`config.mk`:
```
export PLATFORM = sky130hd
export DESIGN_NAME = instr_encoder_flat
export DESIGN_NICKNAME = d
export VERILOG_FILES = /design/src/rtl/instr_encoder_if.sv /design/src/rtl/instr_encoder.sv /design/src/flat_wrapper.sv
export SDC_FILE = /design/constraint.sdc
export NUM_CORES = 1
export LEC_CHECK = 0
export CAP_MARGIN = 20
export CORE_AREA = 8 8 314 316
export DETAILED_ROUTE_END_ITERATION = 10
export DIE_AREA = 0 0 322 324
export PLACE_DENSITY = 0.52
export SLEW_MARGIN = 20
export SYNTH_ARGS = -nofsm -noshare
export SYNTH_HDL_FRONTEND = slang
export SYNTH_SLANG_ARGS = --single-unit
```
`constraint.sdc`:
```
create_clock -name clk -period 14.2 [get_ports clk]
set_input_delay 3.55 -clock clk [delete_from_list [all_inputs] [get_ports clk]]
set_output_delay 3.55 -clock clk [all_outputs]
set_load 0.02 [all_outputs]
```
`src/rtl/instr_encoder_if.sv`:
```
// Request/response bundle for instr_encoder: field-level request in, encoded words and error pulse out.
interface instr_encoder_if;
    logic        pc_load;
    logic [63:0] pc_value;
    logic        in_valid;
    logic        in_ready;
    logic [2:0]  fmt;
    logic [10:0] opcode;
    logic [4:0]  rd;
    logic [4:0]  rn;
    logic [4:0]  rm;
    logic [5:0]  shamt;
    logic [63:0] imm;
    logic [63:0] target;
    logic        out_valid;
    logic        out_ready;
    logic [31:0] out_instr;
    logic [63:0] out_pc;
    logic        err;
    logic [2:0]  err_code;

    modport master (
        output pc_load, pc_value, in_valid, fmt, opcode, rd, rn, rm, shamt, imm, target, out_ready,
        input  in_ready, out_valid, out_instr, out_pc, err, err_code
    );

    modport slave (
        input  pc_load, pc_value, in_valid, fmt, opcode, rd, rn, rm, shamt, imm, target, out_ready,
        output in_ready, out_valid, out_instr, out_pc, err, err_code
    );
endinterface

```
`src/rtl/instr_encoder.sv`:
```
// LEGv8 field-to-word encoder with immediate/branch range checks, PC tracking
// and a small output FIFO of {word, pc} pairs.
module instr_encoder #(
    parameter int unsigned DEPTH   = 4,
    parameter logic [63:0] PC_BASE = 64'h0
) (
    input logic           clk,
    input logic           reset_n,
    instr_encoder_if.slave bus
);
    localparam int unsigned AW = (DEPTH > 1) ? $clog2(DEPTH) : 1;
    localparam int unsigned CW = AW + 1;

    localparam logic [2:0] FMT_R  = 3'd0;
    localparam logic [2:0] FMT_I  = 3'd1;
    localparam logic [2:0] FMT_D  = 3'd2;
    localparam logic [2:0] FMT_B  = 3'd3;
    localparam logic [2:0] FMT_CB = 3'd4;

    localparam logic [2:0] ERR_NONE  = 3'b000;
    localparam logic [2:0] ERR_IMM   = 3'b001;
    localparam logic [2:0] ERR_ALIGN = 3'b010;
    localparam logic [2:0] ERR_RANGE = 3'b011;
    localparam logic [2:0] ERR_FMT   = 3'b100;

    logic [63:0]   pc_q;
    logic [31:0]   mem_instr [DEPTH];
    logic [63:0]   mem_pc    [DEPTH];
    logic [AW-1:0] wr_ptr;
    logic [AW-1:0] rd_ptr;
    logic [CW-1:0] count;
    logic [31:0]   last_instr;
    logic [63:0]   last_pc;
    logic          err_q;
    logic [2:0]    err_code_q;

    logic [63:0] diff_c;
    logic [63:0] off_c;
    logic [31:0] word_c;
    logic [2:0]  code_c;
    logic        in_ready_c;
    logic        accept_c;
    logic        push_c;
    logic        pop_c;
    logic        not_empty_c;

    // Branch offset in words relative to the PC this word will occupy.
    assign diff_c = bus.target - pc_q;
    assign off_c  = 64'($signed(diff_c) >>> 2);

    // Field packing and range checks; fmt error outranks alignment, which outranks range.
    always_comb begin
        word_c = 32'h0;
        code_c = ERR_NONE;
        case (bus.fmt)
            FMT_R: word_c = {bus.opcode, bus.rm, bus.shamt, bus.rn, bus.rd};
            FMT_I: begin
                word_c = {bus.opcode[10:1], bus.imm[11:0], bus.rn, bus.rd};
                if (!((&bus.imm[63:11]) || !(|bus.imm[63:11])))
                    code_c = ERR_IMM;
            end
            FMT_D: begin
                word_c = {bus.opcode, bus.imm[8:0], 2'b00, bus.rn, bus.rd};
                if (!((&bus.imm[63:8]) || !(|bus.imm[63:8])))
                    code_c = ERR_IMM;
            end
            FMT_B: begin
                word_c = {bus.opcode[10:5], off_c[25:0]};
                if (bus.target[1:0] != 2'b00)
                    code_c = ERR_ALIGN;
                else if (!((&off_c[63:25]) || !(|off_c[63:25])))
                    code_c = ERR_RANGE;
            end
            FMT_CB: begin
                word_c = {bus.opcode[10:3], off_c[18:0], bus.rd};
                if (bus.target[1:0] != 2'b00)
                    code_c = ERR_ALIGN;
                else if (!((&off_c[63:18]) || !(|off_c[63:18])))
                    code_c = ERR_RANGE;
            end
            default: code_c = ERR_FMT;
        endcase
    end

    assign not_empty_c = (count != CW'(0));
    assign in_ready_c  = (count < CW'(DEPTH)) && !bus.pc_load;
    assign accept_c    = bus.in_valid && in_ready_c;
    assign push_c      = accept_c && (code_c == ERR_NONE);
    assign pop_c       = not_empty_c && bus.out_ready;

    // Storage has no reset; visibility is governed entirely by count.
    always_ff @(posedge clk) begin
        if (push_c) begin
            mem_instr[wr_ptr] <= word_c;
            mem_pc[wr_ptr]    <= pc_q;
        end
    end

    always_ff @(posedge clk or negedge reset_n) begin
        if (!reset_n) begin
            pc_q       <= PC_BASE;
            wr_ptr     <= '0;
            rd_ptr     <= '0;
            count      <= '0;
            last_instr <= 32'h0;
            last_pc    <= 64'h0;
            err_q      <= 1'b0;
            err_code_q <= ERR_NONE;
        end else begin
            if (bus.pc_load)
                pc_q <= bus.pc_value;
            else if (push_c)
                pc_q <= pc_q + 64'd4;

            if (push_c)
                wr_ptr <= wr_ptr + AW'(1);
            if (pop_c)
                rd_ptr <= rd_ptr + AW'(1);

            case ({push_c, pop_c})
                2'b10:   count <= count + CW'(1);
                2'b01:   count <= count - CW'(1);
                default: count <= count;
            endcase

            // Remember the head so outputs hold once the FIFO drains.
            if (not_empty_c) begin
                last_instr <= mem_instr[rd_ptr];
                last_pc    <= mem_pc[rd_ptr];
            end

            err_q      <= accept_c && (code_c != ERR_NONE);
            err_code_q <= accept_c ? code_c : ERR_NONE;
        end
    end

    assign bus.in_ready  = in_ready_c;
    assign bus.out_valid = not_empty_c;
    assign bus.out_instr = not_empty_c ? mem_instr[rd_ptr] : last_instr;
    assign bus.out_pc    = not_empty_c ? mem_pc[rd_ptr]    : last_pc;
    assign bus.err       = err_q;
    assign bus.err_code  = err_code_q;
endmodule
```
`src/flat_wrapper.sv`:
```
// flat-port wrapper written by rule: the top's interface ports become plain ports
module instr_encoder_flat 
#(
    parameter int unsigned DEPTH   = 4,
    parameter logic [63:0] PC_BASE = 64'h0
)
  (clk, reset_n, bus_pc_load, bus_pc_value, bus_in_valid, bus_fmt, bus_opcode, bus_rd, bus_rn, bus_rm, bus_shamt, bus_imm, bus_target, bus_out_ready, bus_in_ready, bus_out_valid, bus_out_instr, bus_out_pc, bus_err, bus_err_code);
  instr_encoder_if bus_i ();
  input logic clk;
  input logic reset_n;
  input wire logic [$bits(bus_i.pc_load)-1:0] bus_pc_load;
  input wire logic [$bits(bus_i.pc_value)-1:0] bus_pc_value;
  input wire logic [$bits(bus_i.in_valid)-1:0] bus_in_valid;
  input wire logic [$bits(bus_i.fmt)-1:0] bus_fmt;
  input wire logic [$bits(bus_i.opcode)-1:0] bus_opcode;
  input wire logic [$bits(bus_i.rd)-1:0] bus_rd;
  input wire logic [$bits(bus_i.rn)-1:0] bus_rn;
  input wire logic [$bits(bus_i.rm)-1:0] bus_rm;
  input wire logic [$bits(bus_i.shamt)-1:0] bus_shamt;
  input wire logic [$bits(bus_i.imm)-1:0] bus_imm;
  input wire logic [$bits(bus_i.target)-1:0] bus_target;
  input wire logic [$bits(bus_i.out_ready)-1:0] bus_out_ready;
  output wire logic [$bits(bus_i.in_ready)-1:0] bus_in_ready;
  output wire logic [$bits(bus_i.out_valid)-1:0] bus_out_valid;
  output wire logic [$bits(bus_i.out_instr)-1:0] bus_out_instr;
  output wire logic [$bits(bus_i.out_pc)-1:0] bus_out_pc;
  output wire logic [$bits(bus_i.err)-1:0] bus_err;
  output wire logic [$bits(bus_i.err_code)-1:0] bus_err_code;
  assign bus_i.pc_load = bus_pc_load;
  assign bus_i.pc_value = bus_pc_value;
  assign bus_i.in_valid = bus_in_valid;
  assign bus_i.fmt = bus_fmt;
  assign bus_i.opcode = bus_opcode;
  assign bus_i.rd = bus_rd;
  assign bus_i.rn = bus_rn;
  assign bus_i.rm = bus_rm;
  assign bus_i.shamt = bus_shamt;
  assign bus_i.imm = bus_imm;
  assign bus_i.target = bus_target;
  assign bus_i.out_ready = bus_out_ready;
  assign bus_in_ready = bus_i.in_ready;
  assign bus_out_valid = bus_i.out_valid;
  assign bus_out_instr = bus_i.out_instr;
  assign bus_out_pc = bus_i.out_pc;
  assign bus_err = bus_i.err;
  assign bus_err_code = bus_i.err_code;
  instr_encoder #(.DEPTH(DEPTH), .PC_BASE(PC_BASE)) u_core (.clk(clk), .reset_n(reset_n), .bus(bus_i));
endmodule
```
Word-level counts from Yosys, hierarchy flattened
Memory sizes are Yosys's and may differ from the RTL's.
Index checks and enable logic that the tools add are counted.
W data, S select, Z words.
- mux-type cells: 16
- magnitude comparators: 1
- equality and inequality tests: 6
- reductions and logical operators: 29
- add/sub/neg operators: 6
- operators by type and width (operator ; number):
    $mux W64 ; 3
    $pmux W32 S5 ; 1
    $add A64 B3 Y64 const B ; 1
    $sub A64 B64 Y64 ; 1
    $reduce_and A56 Y1 ; 1
    $reduce_or A56 Y1 ; 1
    $reduce_and A53 Y1 ; 1
    $reduce_or A53 Y1 ; 1
    $reduce_and A44 Y1 ; 1
    $reduce_or A44 Y1 ; 1
    $reduce_and A37 Y1 ; 1
    $reduce_or A37 Y1 ; 1
    $mux W32 ; 1
    $pmux W3 S5 ; 1
    $mux W3 ; 3
    $eq A3 B2 Y1 const B ; 2
    $logic_not A3 Y1 ; 2
    $pmux W3 S2 ; 1
    $reduce_bool A2 Y1 ; 3
    $reduce_bool A3 Y1 ; 2
    $logic_and A1 B1 Y1 ; 5
    $logic_not A1 Y1 ; 5
    $add A2 B1 Y2 const B ; 2
    $logic_or A1 B1 Y1 ; 4
    other kinds (9) ; 13
- register bits after elaboration: 171
- output and inout bits: 102
- bits of input ports: 232
- memories kept: 2
- word-level logic and storage cells: 68
- RAM bits: 384
- memories (memory ; depth ; bits a word ; read ports ; clocked after memory_dff ; wr ports ; RTL line ; RTL):
    u_core.mem_pc ; 4 ; 64 ; 1 ; 0 ; 1 ; instr_encoder.sv:28 ; logic [63:0] mem_pc [DEPTH];
    u_core.mem_instr ; 4 ; 32 ; 1 ; 0 ; 1 ; instr_encoder.sv:27 ; logic [31:0] mem_instr [DEPTH];

Depth between registers and ports, before layout
Gate-level depths: netlist of run 1.
- depth after elaboration: 11
- gate-level depth with buffers: 24
- depth with buffers taken out: 20

Worst setup path after synthesis of run 1
No wires, ideal clock.
- kind: in2reg
- start: input port bus_target[12]
- end: memory u_core.mem_instr[0][0] (enable)
- stages on the path: 17
- required time: 13.637 ns
- slack: 2.568 ns
- path buffers: 3
- setup time: 0.563 ns
- arrival time: 11.069 ns
- cells stage by stage: ha_1 > buf_2 > nand4_4 > or4_4 > o32ai_4 > o211ai_2 > nand2_1 > o21a_1 > o21ai_1 > or4b_1 > nand4b_1 > nor4_1 > a2bb2o_2 > a31oi_2 > buf_2 > buf_2 > nor2b_1
- longest elaborated chain between the ends: 11
- elaborated cells on any way between the ends: 18
- classes of those cells: add/sub (1); mux (7); reduce/logical (10)
- ends and longest elaborated chain (what ; RTL line ; RTL):
    from (decl) ; flat_wrapper.sv:21 ; input wire logic [$bits(bus_i.target)-1:0] bus_target;
    $sub A64 B64 Y64 * ; instr_encoder.sv:48 ; assign diff_c = bus.target - pc_q;
    $reduce_or A44 Y1 or $reduce_or A37 Y1 (tied branches) ; instr_encoder.sv:78, instr_encoder.sv:71 ;
    $logic_not A1 Y1 (on tied branches) ; instr_encoder.sv:78, instr_encoder.sv:71 ;
    $logic_or A1 B1 Y1 (on tied branches) ; instr_encoder.sv:78, instr_encoder.sv:71 ;
    $mux W2 (on tied branches) ; instr_encoder.sv:78, instr_encoder.sv:71 ;
    $mux W3 (on tied branches) ; instr_encoder.sv:76, instr_encoder.sv:69 ;
    $pmux W3 S5 * ; instr_encoder.sv:55 ; case (bus.fmt)
    $logic_not A3 Y1 * ; instr_encoder.sv:88 ; assign push_c = accept_c && (code_c == ERR_NONE);
    $logic_and A1 B1 Y1 * ; instr_encoder.sv:88 ;
    $mux W1 * ; instr_encoder.sv:93 ; if (push_c) begin
    $mux W1 (not written as such) * ; instr_encoder.sv:94 ; mem_instr[wr_ptr] <= word_c;
    to (decl) ; instr_encoder.sv:27 ;
Mark *: on every way between the ends. The rest lies on a longest branch, timed or not.

Worst setup path in the final report of run 1
- start: input port bus_target[5]
- end: memory u_core.mem_pc[2][44] (enable)
- longest elaborated chain between the ends: 11
- elaborated cells on any way between the ends: 18
- classes of those cells: add/sub (1); mux (7); reduce/logical (10)
- ends and longest elaborated chain (what ; RTL line ; RTL):
    $sub A64 B64 Y64 * ; instr_encoder.sv:48 ;
    $reduce_or A44 Y1 or $reduce_or A37 Y1 (tied branches) ; instr_encoder.sv:78, instr_encoder.sv:71 ;
    $logic_not A1 Y1 (on tied branches) ; instr_encoder.sv:78, instr_encoder.sv:71 ;
    $logic_or A1 B1 Y1 (on tied branches) ; instr_encoder.sv:78, instr_encoder.sv:71 ;
    $mux W2 (on tied branches) ; instr_encoder.sv:78, instr_encoder.sv:71 ;
    $mux W3 (on tied branches) ; instr_encoder.sv:76, instr_encoder.sv:69 ;
    $pmux W3 S5 * ; instr_encoder.sv:55 ;
    $logic_not A3 Y1 * ; instr_encoder.sv:88 ;
    $logic_and A1 B1 Y1 * ; instr_encoder.sv:88 ;
    $mux W1 * ; instr_encoder.sv:93 ;
    $mux W1 (not written as such) * ; instr_encoder.sv:95 ; mem_pc[wr_ptr] <= pc_q;
    to (decl) ; instr_encoder.sv:28 ;
Marked as above.

==> metrics.txt, run 1 <==
status=complete, no violations; Final setup viols=0; Cells after Synth=2216; routed wire length=99300 um; register bit total from synthesis=~560; overall power=5.95 mW; WS Path Type=in2reg; die width=about 320 um; Critical-path top delay cell=a311oi_1; count of pins over their slew limit=0; final instance area=34500 um^2; Core ar.=93900 um^2; Synthesized Nets=2517; Vias=20.4k; Max clock buf depth=3; gp weighted congestion=0.895; crit-path cells=clkdlybuf4s50_1 -> ha_1 -> a21oi_1 -> o21ai_0 -> a41oi_1 -> o21ai_1 -> a311oi_1 -> o211ai_1 -> nor4_1 -> o211ai_1 -> nor4_1 -> nand4_1 -> a2bb2o_2 -> a31oi_4 -> nor2b_4 -> buf_4 -> buf_4; die height=324 um; CTS tree=built; Post-synth EDFFs=between 300 and 400; number of antenna diodes=0; Tcrit/Tclk final=0.705; Synth Warn #=0; PD cells=around 170 nW/um^2; IR drop worst, VDD=roughly 110 uV; PortBufs=333; largest net degree at the start of global routing=a little over 90; vias per inst=approximately 5.3; FP Rows=113; Seq/Total Area, Yosys=0.567; CP delay by family, top=compound AO/OA/AOI/OAI gates; Post-Synthesis Cell Area=27900 um^2; setup slack at placement=between 3 and 4 ns; Fmax=between 90 and 100 MHz; leakage=roughly 12 nW; Largest stage delay, worst path=~0.87 ns; RSZ-0062 raised after global routing=no; worst setup margin=4.19 ns; total track usage=0.184; clk slew on worst S/H paths=about 0.06 ns; final hold vios=0; Period minus WS final=approximately 10 ns; instance area at placement=between 30000 and 40000 um^2; post-route antenna net violation count=0; DRC Markers=0; hold crit path type=reg2reg; WP data required=approximately 14 ns; Worst Max-Slew Pin Slew=1.10 ns; crit-path max FO=slightly below 60; fin nets=~2.8k; placed insts=roughly 3.7k; Starting DRT DRC Count=~1.7k; Pre-antenna DRT Iters=6; area delta synth->final=23.8%; gr ovfl total=0; Clock Skews=between 0.04 and 0.05 ns; DP Wirelength=~76000 um; Worst slew margin=0.267; routed length per instance=roughly 26 um; top_reg_cell synth=edfxtp_1; Starting Density=0.297; Async S/R FF share, synth=0.308; Post-CTS Setup Inserts=0; non-filler cells, final=between 3k and 4k; I/O Pins=334; cts repair resizes=0; Hold WS=a little under 0.5 ns; die area=roughly 100000 um^2; layout cells sized above 1=0.143; Avg Cell Area, Syn=12.6 um^2; Critical Path AT=10.23 ns; vias in the first global route=about 21k; initial antenna violation count=2; first-pass GRT wire length=143000 um; fin util=0.368; Inserted Clock Buffers=57; insertion delay to the later sink of the worst-skew pair=0.64 ns; crit end category=flip-flop; maximum capacitance violations=0; CTS H-tree lvls=2; startpoint types=input port; total clock sinks=approximately 560; final setup TNS=0 ns; Netlist cell types=between 80 and 90; Root Buffer=clkbuf_16; hold buffer count at CTS=0; crit path buf inv count=3
[worst reg2reg max path, stage by stage, from the launching register on]
cell	delay (ns)
dfrtp_1	0.54
inv_1	0.13
ha_1	0.38
a21oi_1	0.29
o21ai_0	0.21
a41oi_1	0.65
o21ai_1	0.26
a311oi_1	0.87
o211ai_1	0.23
nor4_1	0.48
o211ai_1	0.20
nor4_1	0.33
nand4_1	0.14
a2bb2o_2	0.34
a31oi_4	0.18
nor2b_4	0.14
buf_4	0.57
buf_4	0.84
[worst paths after layout]
path                       slack, ns                              end  cells after the start                             from
min in group asynchronous       2.94     u_core.last_pc[60]$_DFF_PN0_                      1                          reset_n
min                             0.50  u_core.last_instr[26]$_DFF_PN0_                      1  u_core.last_instr[26]$_DFF_PN0_
min reg2reg                     0.50  u_core.last_instr[26]$_DFF_PN0_                      1  u_core.last_instr[26]$_DFF_PN0_
max                             4.19   u_core.mem_pc[2][44]$_DFFE_PP_                     17                    bus_target[5]
max in group asynchronous       9.82     u_core.rd_ptr[0]$_DFFE_PN0P_                      2                          reset_n
max reg2reg                     6.95   u_core.mem_pc[2][44]$_DFFE_PP_                     17       u_core.pc_q[5]$_DFFE_PN0P_
[registers in the layout, indices dropped and copies added (netlist names)]
register             count
u_core.mem_pc          256
u_core.mem_instr       128
u_core.last_pc          64
u_core.pc_q             64
u_core.last_instr       32
u_core.bus.err_code      3
u_core.count             3
u_core.rd_ptr            2
u_core.wr_ptr            2
u_core.bus.err           1
[Yosys cell counts (8+ instances only)]
master    number  area [um^2]
a211oi_1       9         67.6
a21o_1        14          105
a21oi_1      127          636
a22oi_1        8         60.1
a31oi_1       13         81.3
and2_1        13         81.3
and3_1        13         81.3
buf_1         17         63.8
buf_2         18         90.1
clkbuf_1      69          259
dfrtp_1      171         4280
edfxtp_1     384        11500
ha_1          68          851
inv_1         94          353
mux2_2       102         1150
mux2i_1       10          100
mux4_2       101         2270
nand2_1      191          717
nand3_1       48          240
nand4_1       62          388
nor2_1       130          488
nor2b_1       21          131
nor3_1        38          190
nor3b_1       10         75.1
nor4_1        44          275
o211ai_1      16          120
o21a_1        16          120
o21ai_0      126          631
o21ai_1       15         75.1
o22ai_1       16          100
o311ai_0      11         96.3
or3_1          9         56.3
xnor2_1       63          552
xor2_1        24          210
[per-layer routing]
metal / GRT usage / part of all wire
met1: 0.253 / 0.44
met2: 0.306 / 0.48
met3: 0.0238 / 0.056
met4: 0.0491 / 0.026
met5: 0 / 0
[report_power, final]
group          total [mW]  switching, mW  leakage, nW  internal [mW]
clock network        1.54          0.656        0.949          0.889
logic                2.29           1.25         5.49           1.04
registers            2.11          0.145         5.52           1.96
total                5.95           2.05         12.0           3.89
[area by class of cell]
cell class / instances / area (um^2)
fillers: 9102 / 59300
flip-flops and latches: 555 / 15800
multi-input cells: 1457 / 11300
repair buffers: 355 / 3500
clock buffers: 74 / 1590
well taps: 1265 / 1580
clock inverters: 34 / 360
inverters: 95 / 357
[kinds of logic after synthesis]
| family | count (synthesis) | share of synthesized area |
|---|---|---|
| AND/OR/NAND/NOR | 628 | 0.114 |
| multiplexers | 213 | 0.126 |
| adder cells (fa/ha/maj) | 69 | 0.0312 |
| XOR/XNOR | 87 | 0.0273 |
| buffers and inverters | 204 | 0.0290 |
| flip-flops | 555 | 0.567 |
| AO/OA/AOI/OAI | 460 | 0.106 |
[layout by cell type, fill, tap and decap left out, drive strengths merged, types with 97 or more instances in the layout]
| cell | n |
|---|---|
| edfxtp | 384 |
| clkdlybuf4s50 | 330 |
| nand2 | 191 |
| dfrtp | 171 |
| o21ai | 142 |
| nor2 | 130 |
| a21oi | 127 |
| mux2 | 102 |
| mux4 | 101 |
| inv | 97 |
No activity file was read; power rests on OpenSTA's default activity.
==> run 2: changes to the inputs <==
- clock period: 14.2 -> 9.46 ns (I/O delays scaled with it)
==> run 2 against run 1 <==
Effect of this change: die area is the same; worst hold slack better by 0.0011 ns; critical path depth increased by 2; global-route usage down 0.053 points; sequential share of layout area shrank 0.096 points; clock skew shrank 0.011 ns; register-to-register slack worse by 4.7 ns; count of clock-buffer cells in the layout is 9 higher; cell count increased by 0.29%; largest cell class unchanged.
==> metrics.txt, run 2 (synthesis gave the netlist of run 1 again) <==
Clock Skews=0.0389 ns (-0.0109 ns); reg-to-reg startpoint=u_core.pc_q[30]$_DFFE_PN0P_; crit-path cells=clkdlybuf4s50_1 -> ha_1 -> nand2_1 -> o21ai_0 -> a21oi_1 -> o21ai_0 -> a221o_1 -> nor4b_1 -> nor2_1 -> xnor2_1 -> nor4_1 -> nand4_1 -> a2bb2o_2 -> a31oi_4 -> buf_4 -> buf_4 -> a21oi_1 -> o21ai_0 -> o311ai_0; cts repair resizes=0 (unchanged); Pre-antenna DRT Iters=8 (+2); initial antenna violation count=3 (+1); Reg2Reg Setup Slack=2.23 ns (-4.72 ns); Vias=20.4k (-0.18%); crit path buf inv count=3 (unchanged); CTS H-tree lvls=2 (unchanged); Crit path depth=19 (+2); IR drop worst, VDD=201 uV (+90%); Period minus WS final=8.65 ns; die area=104000 um^2 (unchanged); Hold EP=u_core.last_pc[14]$_DFF_PN0_; vias in the first global route=20.6k (-1.5%); Reg with most FFs=u_core.mem_pc; Max clock buf depth=3 (unchanged); die height=324 um (unchanged); total clock sinks=555 (unchanged); Critical Path AT=9.09 ns (-1.14 ns); Critical Path Most Common Cell=o21ai_0; crit end category=flip-flop; Root Buffer=clkbuf_16; Worst slew margin=0.255 (-0.0127); die width=322 um (unchanged); leakage=12.0 nW (+0.16%); RSZ-0062 raised after global routing=no; CP delay by family, top=compound AO/OA/AOI/OAI gates; Largest stage delay, worst path=0.83 ns (-0.04 ns); layout cells sized above 1=0.142 (-0.000886); Register-to-Register Path Depth=19 (+2); global route hottest layer=met2; post-route antenna net violation count=0 (unchanged); FF-to-FF End=u_core.pc_q[38]$_DFFE_PN0P_; vias per inst=5.30 (-0.46%); Critical-path top delay cell=a31oi_4; hold path startpoint=u_core.last_pc[14]$_DFF_PN0_; Fmax=roughly 120 MHz; Final setup viols=0 (unchanged); insertion delay to the later sink of the worst-skew pair=0.63 ns (about the same); Post-CTS Setup Inserts=0 (unchanged); PortBufs=333 (unchanged); Worst Max-Slew Pin Slew=1.12 ns (+0.0190 ns); Tcrit/Tclk final=0.914; final hold vios=0 (unchanged); startpoint types=input port; Fillers=9103 (+0.011%); status=complete, no violations; largest net degree at the start of global routing=102 (+9.7%); final setup TNS=0 ns (unchanged); worst setup margin=0.815 ns (-3.38 ns); count of pins over their slew limit=0 (unchanged); fin nets=2830 (+0.28%); routed length per instance=25.7 um (-0.59%); maximum capacitance violations=0 (unchanged); PD cells=255 nW/um^2 (+48%); Starting DRT DRC Count=1887 (+11%); most frequent cells in the layout=edfxtp_1, clkdlybuf4s50_1, nand2_1; FP Rows=113 (unchanged); DP Wirelength=76400 um (+0.38%); hold buffer count at CTS=0 (unchanged); fin util=0.369 (+0.000773); gr ovfl total=0 (unchanged); total track usage=0.183 (-0.000530); first-pass GRT wire length=142000 um (-0.51%); CTS tree=built; max reg flops=256 (unchanged); DRC Markers=0 (unchanged); gp weighted congestion=0.907 (+1.4%); clk slew on worst S/H paths=0.06 ns (about the same); WS Path Type=in2reg; I/O Pins=334 (unchanged); routed wire length=99000 um (-0.30%); setup slack at placement=0.364 ns (-3.14 ns); WP data required=9.90 ns (-4.52 ns); Largest regs=u_core.mem_pc: 256 flops, u_core.mem_instr: 128 flops; crit-path max FO=57 (-1.7%); commonest non-fill, non-tap cell in the layout=edfxtp_1; met1 global-route usage=0.259 (+0.00595); Core ar.=93900 um^2 (unchanged); Inserted Clock Buffers=58 (+1.8%); Hold Path Cell Cnt=1 (unchanged); Starting Density=0.297 (unchanged); hold crit path type=reg2reg; area delta synth->final=24.1%; grt met3 use=0.0210 (-0.00274); M2 GR Usage=0.298 (-0.00794)
## run 2: through the flow
stage               hold slack [ns]  instances  total power [mW]  instance area, um^2
detailed placement            0.488       3734              6.73                32700
global placement              0.483       3734              6.72                32700
global route                  0.508       3846              9.24                34600
finish                        0.497       3846              8.84                34600
floorplan                     0.456       2216              5.17                27900
CTS                           0.501       3844              8.96                34600
## run 2: worst register-to-register path, stage by stage (launching register included)
cell and delay, ns:
dfrtp_1 0.53, inv_1 0.24, ha_1 0.47, nand2_1 0.38
o21ai_0 0.40, a21oi_1 0.82, o21ai_0 0.30, a221o_1 0.41
nor4b_1 0.36, nor2_1 0.11, xnor2_1 0.33, nor4_1 0.10
nand4_1 0.09, a2bb2o_2 0.34, a31oi_4 0.83, buf_4 0.66
buf_4 0.33, a21oi_1 0.05, o21ai_0 0.18, o311ai_0 0.16
## run 2: power breakdown
group | switching [mW] | internal [mW] | leakage [nW]
Combinational | 1.88 | 1.57 | 5.55
Clock | 0.955 | 1.26 | 0.906
Sequential | 0.218 | 2.95 | 5.52
Total | 3.06 | 5.78 | 12.0
## run 2: routing by layer
metal	part of all wire	routed length, um
met5	0	0
met4	0.027	2690
met3	0.056	5510
met2	0.47	46600
met1	0.45	44300
## run 2: layout make-up
| cell class | instances | area (um^2) | share of cell area |
|---|---|---|---|
| diodes | 2 | 5.00 | 0.000145 |
| clock buffers | 83 | 1630 | 0.0470 |
| clock inverters | 27 | 241 | 0.00698 |
| inverters | 95 | 357 | 0.0103 |
| multi-input cells | 1457 | 11300 | 0.327 |
| flip-flops and latches | 555 | 15800 | 0.457 |
| well taps | 1265 | 1580 | 0.0457 |
| repair buffers | 362 | 3650 | 0.106 |
## run 2: how the worst max path moves through the flow
stage,from,endpoint
final,bus_target[30],u_core.pc_q[38]$_DFFE_PN0P_
after global routing,bus_target[24],u_core.pc_q[38]$_DFFE_PN0P_
after CTS,bus_target[30],u_core.pc_q[38]$_DFFE_PN0P_
after detailed placement,bus_target[30],u_core.pc_q[38]$_DFFE_PN0P_
after global placement,bus_target[30],u_core.pc_q[38]$_DFFE_PN0P_
after floorplan,bus_target[12],u_core.mem_instr[0][0]$_DFFE_PP_
==> run 3: changes to the inputs <==
- CTS_CLUSTER_DIAMETER: default -> 60
==> run 3 against run 2 <==
Effect of this change: global-route usage is 0.077 points higher; clock power is 12% higher; cell count rose by 0.10%; critical endpoint unchanged; fmax up 0.60%; setup slack gained 0.052 ns; sequential power hardly changed; utilization grew 0.28 points; clock skew fell by 0.0079 ns; via count shrank 0.32%; count of clock-buffer cells in the layout increased by 1; critical path depth unchanged; combinational power is essentially flat; largest power group unchanged.
==> metrics.txt, run 3 (synthesis gave the netlist of run 1 again) <==
Hold Path Cell Cnt=1 (unchanged); placed insts=3734 (unchanged); clock network fraction of total power=0.272 (+0.021); Largest regs=u_core.mem_pc: 256 flops, u_core.mem_instr: 128 flops; Inserted Clock Buffers=60 (+3.4%); reg-to-reg startpoint=u_core.pc_q[30]$_DFFE_PN0P_; Largest stage delay, worst path=0.83 ns (about the same); status=complete, no violations; most frequent cells in the layout=edfxtp_1, clkdlybuf4s50_1, nand2_1; Vias=20.3k (-0.32%); Worst slew margin=0.260 (+0.00490); Post-CTS Setup Inserts=0 (unchanged); FP Rows=113 (unchanged); insertion delay to the later sink of the worst-skew pair=0.64 ns (about the same); Pre-antenna DRT Iters=7 (-1); Comb power frac=0.380 (-0.011); hold path startpoint=u_core.last_pc[14]$_DFF_PN0_; commonest non-fill, non-tap cell in the layout=edfxtp_1; Critical Path Most Common Cell=o21ai_0; NetSw=3.10 mW (+1.4%); PD cells=261 nW/um^2 (+2.2%); IR drop worst, VDD=199 uV (-0.99%); count of pins over their slew limit=0 (unchanged); DP Wirelength=76400 um (unchanged); layout cells sized above 1=0.146 (+0.00365); Period minus WS final=8.59 ns (-0.0519 ns); die width=322 um (unchanged); largest net degree at the start of global routing=102 (unchanged); max reg flops=256 (unchanged); RSZ-0062 raised after global routing=no; routed wire length=99500 um (+0.46%); hold buffer count at CTS=0 (unchanged); Int Pwr=6.00 mW (+3.8%); Starting Density=0.297 (unchanged); Starting DRT DRC Count=1885 (-0.11%); fin util=0.371 (+0.00281); final instance area=34900 um^2 (+0.76%); DRC Markers=0 (unchanged); cts repair resizes=0 (unchanged); Critical Path AT=9.07 ns (-0.02 ns); Max clock buf depth=3 (unchanged); crit-path max FO=57 (unchanged); vias per inst=5.28 (-0.43%); clk slew on worst S/H paths=0.06 ns (about the same); hold crit path type=reg2reg; Root Buffer=clkbuf_16; Clock Skews=0.0310 ns (-0.00789 ns); vias in the first global route=20.6k (+0.23%); Critical-path top delay cell=a21oi_1; leakage=12.1 nW (+1.1%); final setup TNS=0 ns (unchanged); initial antenna violation count=3 (unchanged); CTS tree=built; instance area at placement=32700 um^2 (unchanged); Fmax=116 MHz (+0.60%); WS Path Type=in2reg; CTS H-tree lvls=2 (unchanged); Worst Max-Slew Pin Slew=1.11 ns (-0.00736 ns); crit path from=bus_target[30]; startpoint types=input port; fin nets=2832 (+0.071%); die height=324 um (unchanged); total clock sinks=555 (unchanged); overall power=9.10 mW (+2.9%); gp weighted congestion=0.907 (unchanged); maximum capacitance violations=0 (unchanged); final hold vios=0 (unchanged); crit end category=flip-flop; post-route antenna net violation count=0 (unchanged); WP data required=9.94 ns (+0.04 ns); Final setup viols=0 (unchanged); Tcrit/Tclk final=0.908 (-0.00549); I/O Pins=334 (unchanged); die area=104000 um^2 (unchanged); area delta synth->final=25.0%; Core ar.=93900 um^2 (unchanged); gr ovfl total=0 (unchanged); routed length per instance=25.8 um (+0.36%); Register-to-Register Path Depth=19 (unchanged); PortBufs=333 (unchanged); total track usage=0.184 (+0.000768); crit-path cells=clkdlybuf4s50_1 -> ha_1 -> nand2_1 -> o21ai_0 -> a21oi_1 -> o21ai_0 -> a221o_1 -> nor4b_1 -> nor2_1 -> xnor2_1 -> nor4_1 -> nand4_1 -> a2bb2o_2 -> a31oi_4 -> buf_4 -> buf_4 -> a21oi_1 -> o21ai_0 -> o311ai_0; Seq pwr share=0.348 (-0.010); first-pass GRT wire length=142000 um (+0.25%); Sw Ratio=0.341 (-0.00527); Reg with most FFs=u_core.mem_pc; non-filler cells, final=3850 (+0.10%)
==> run 3: final timing paths <==
path / endpoint / slack [ns]
worst max register to register: u_core.pc_q[38]$_DFFE_PN0P_ / 2.25
max in group asynchronous: u_core.rd_ptr[1]$_DFFE_PN0P_ / 6.21
min in group asynchronous: u_core.last_pc[60]$_DFF_PN0_ / 1.81
worst max-delay path: u_core.pc_q[38]$_DFFE_PN0P_ / 0.87
worst min-delay path: u_core.last_pc[14]$_DFF_PN0_ / 0.50
worst min register to register: u_core.last_pc[14]$_DFF_PN0_ / 0.50
==> run 3: metrics by stage <==
stage	hold WS [ns]	worst slack (ns)
final	0.498	0.867
after global routing	0.508	0.620
after CTS	0.502	1.03
after detailed placement	0.488	0.364
after global placement	0.483	0.283
after floorplan	0.456	-0.987
==> run 3: area by class of cell <==
class / instances / area (um^2)
Timing Repair Buffer: 362 / 3650
Fill cell: 9079 / 59000
Inverter: 95 / 357
Clock buffer: 84 / 1720
Multi-Input combinational cell: 1457 / 11300
Clock inverter: 30 / 408
Antenna cell: 2 / 5.00
Tap cell: 1265 / 1580
Sequential cell: 555 / 15800
==> run 3: critical path, delay by kind of cell <==
kind | cells | cell delay, ns
compound gates | 9 | 3.47
fa+ha+maj | 1 | 0.44
simple gates | 5 | 1.00
buf+inv | 3 | 1.36
xor+xnor | 1 | 0.34
==> run 3: power groups by stage <==
stage	Sequential (mW)	Clock [mW]	Combinational [mW]
2_1_floorplan	3.09	0	2.08
3_3_place_gp	3.21	0	3.52
3_5_place_dp	3.22	0	3.51
4_1_cts	3.17	2.53	3.53
5_1_grt	3.21	2.62	3.67
6_report	3.17	2.47	3.46
==> run 3: routing by layer <==
layer	up-vias	wire, um	GRT usage
li1	9145	-	-
met1	10400	45100	0.258
met2	733	46700	0.299
met3	105	5180	0.0222
met4	0	2540	0.0523
met5	-	0	0
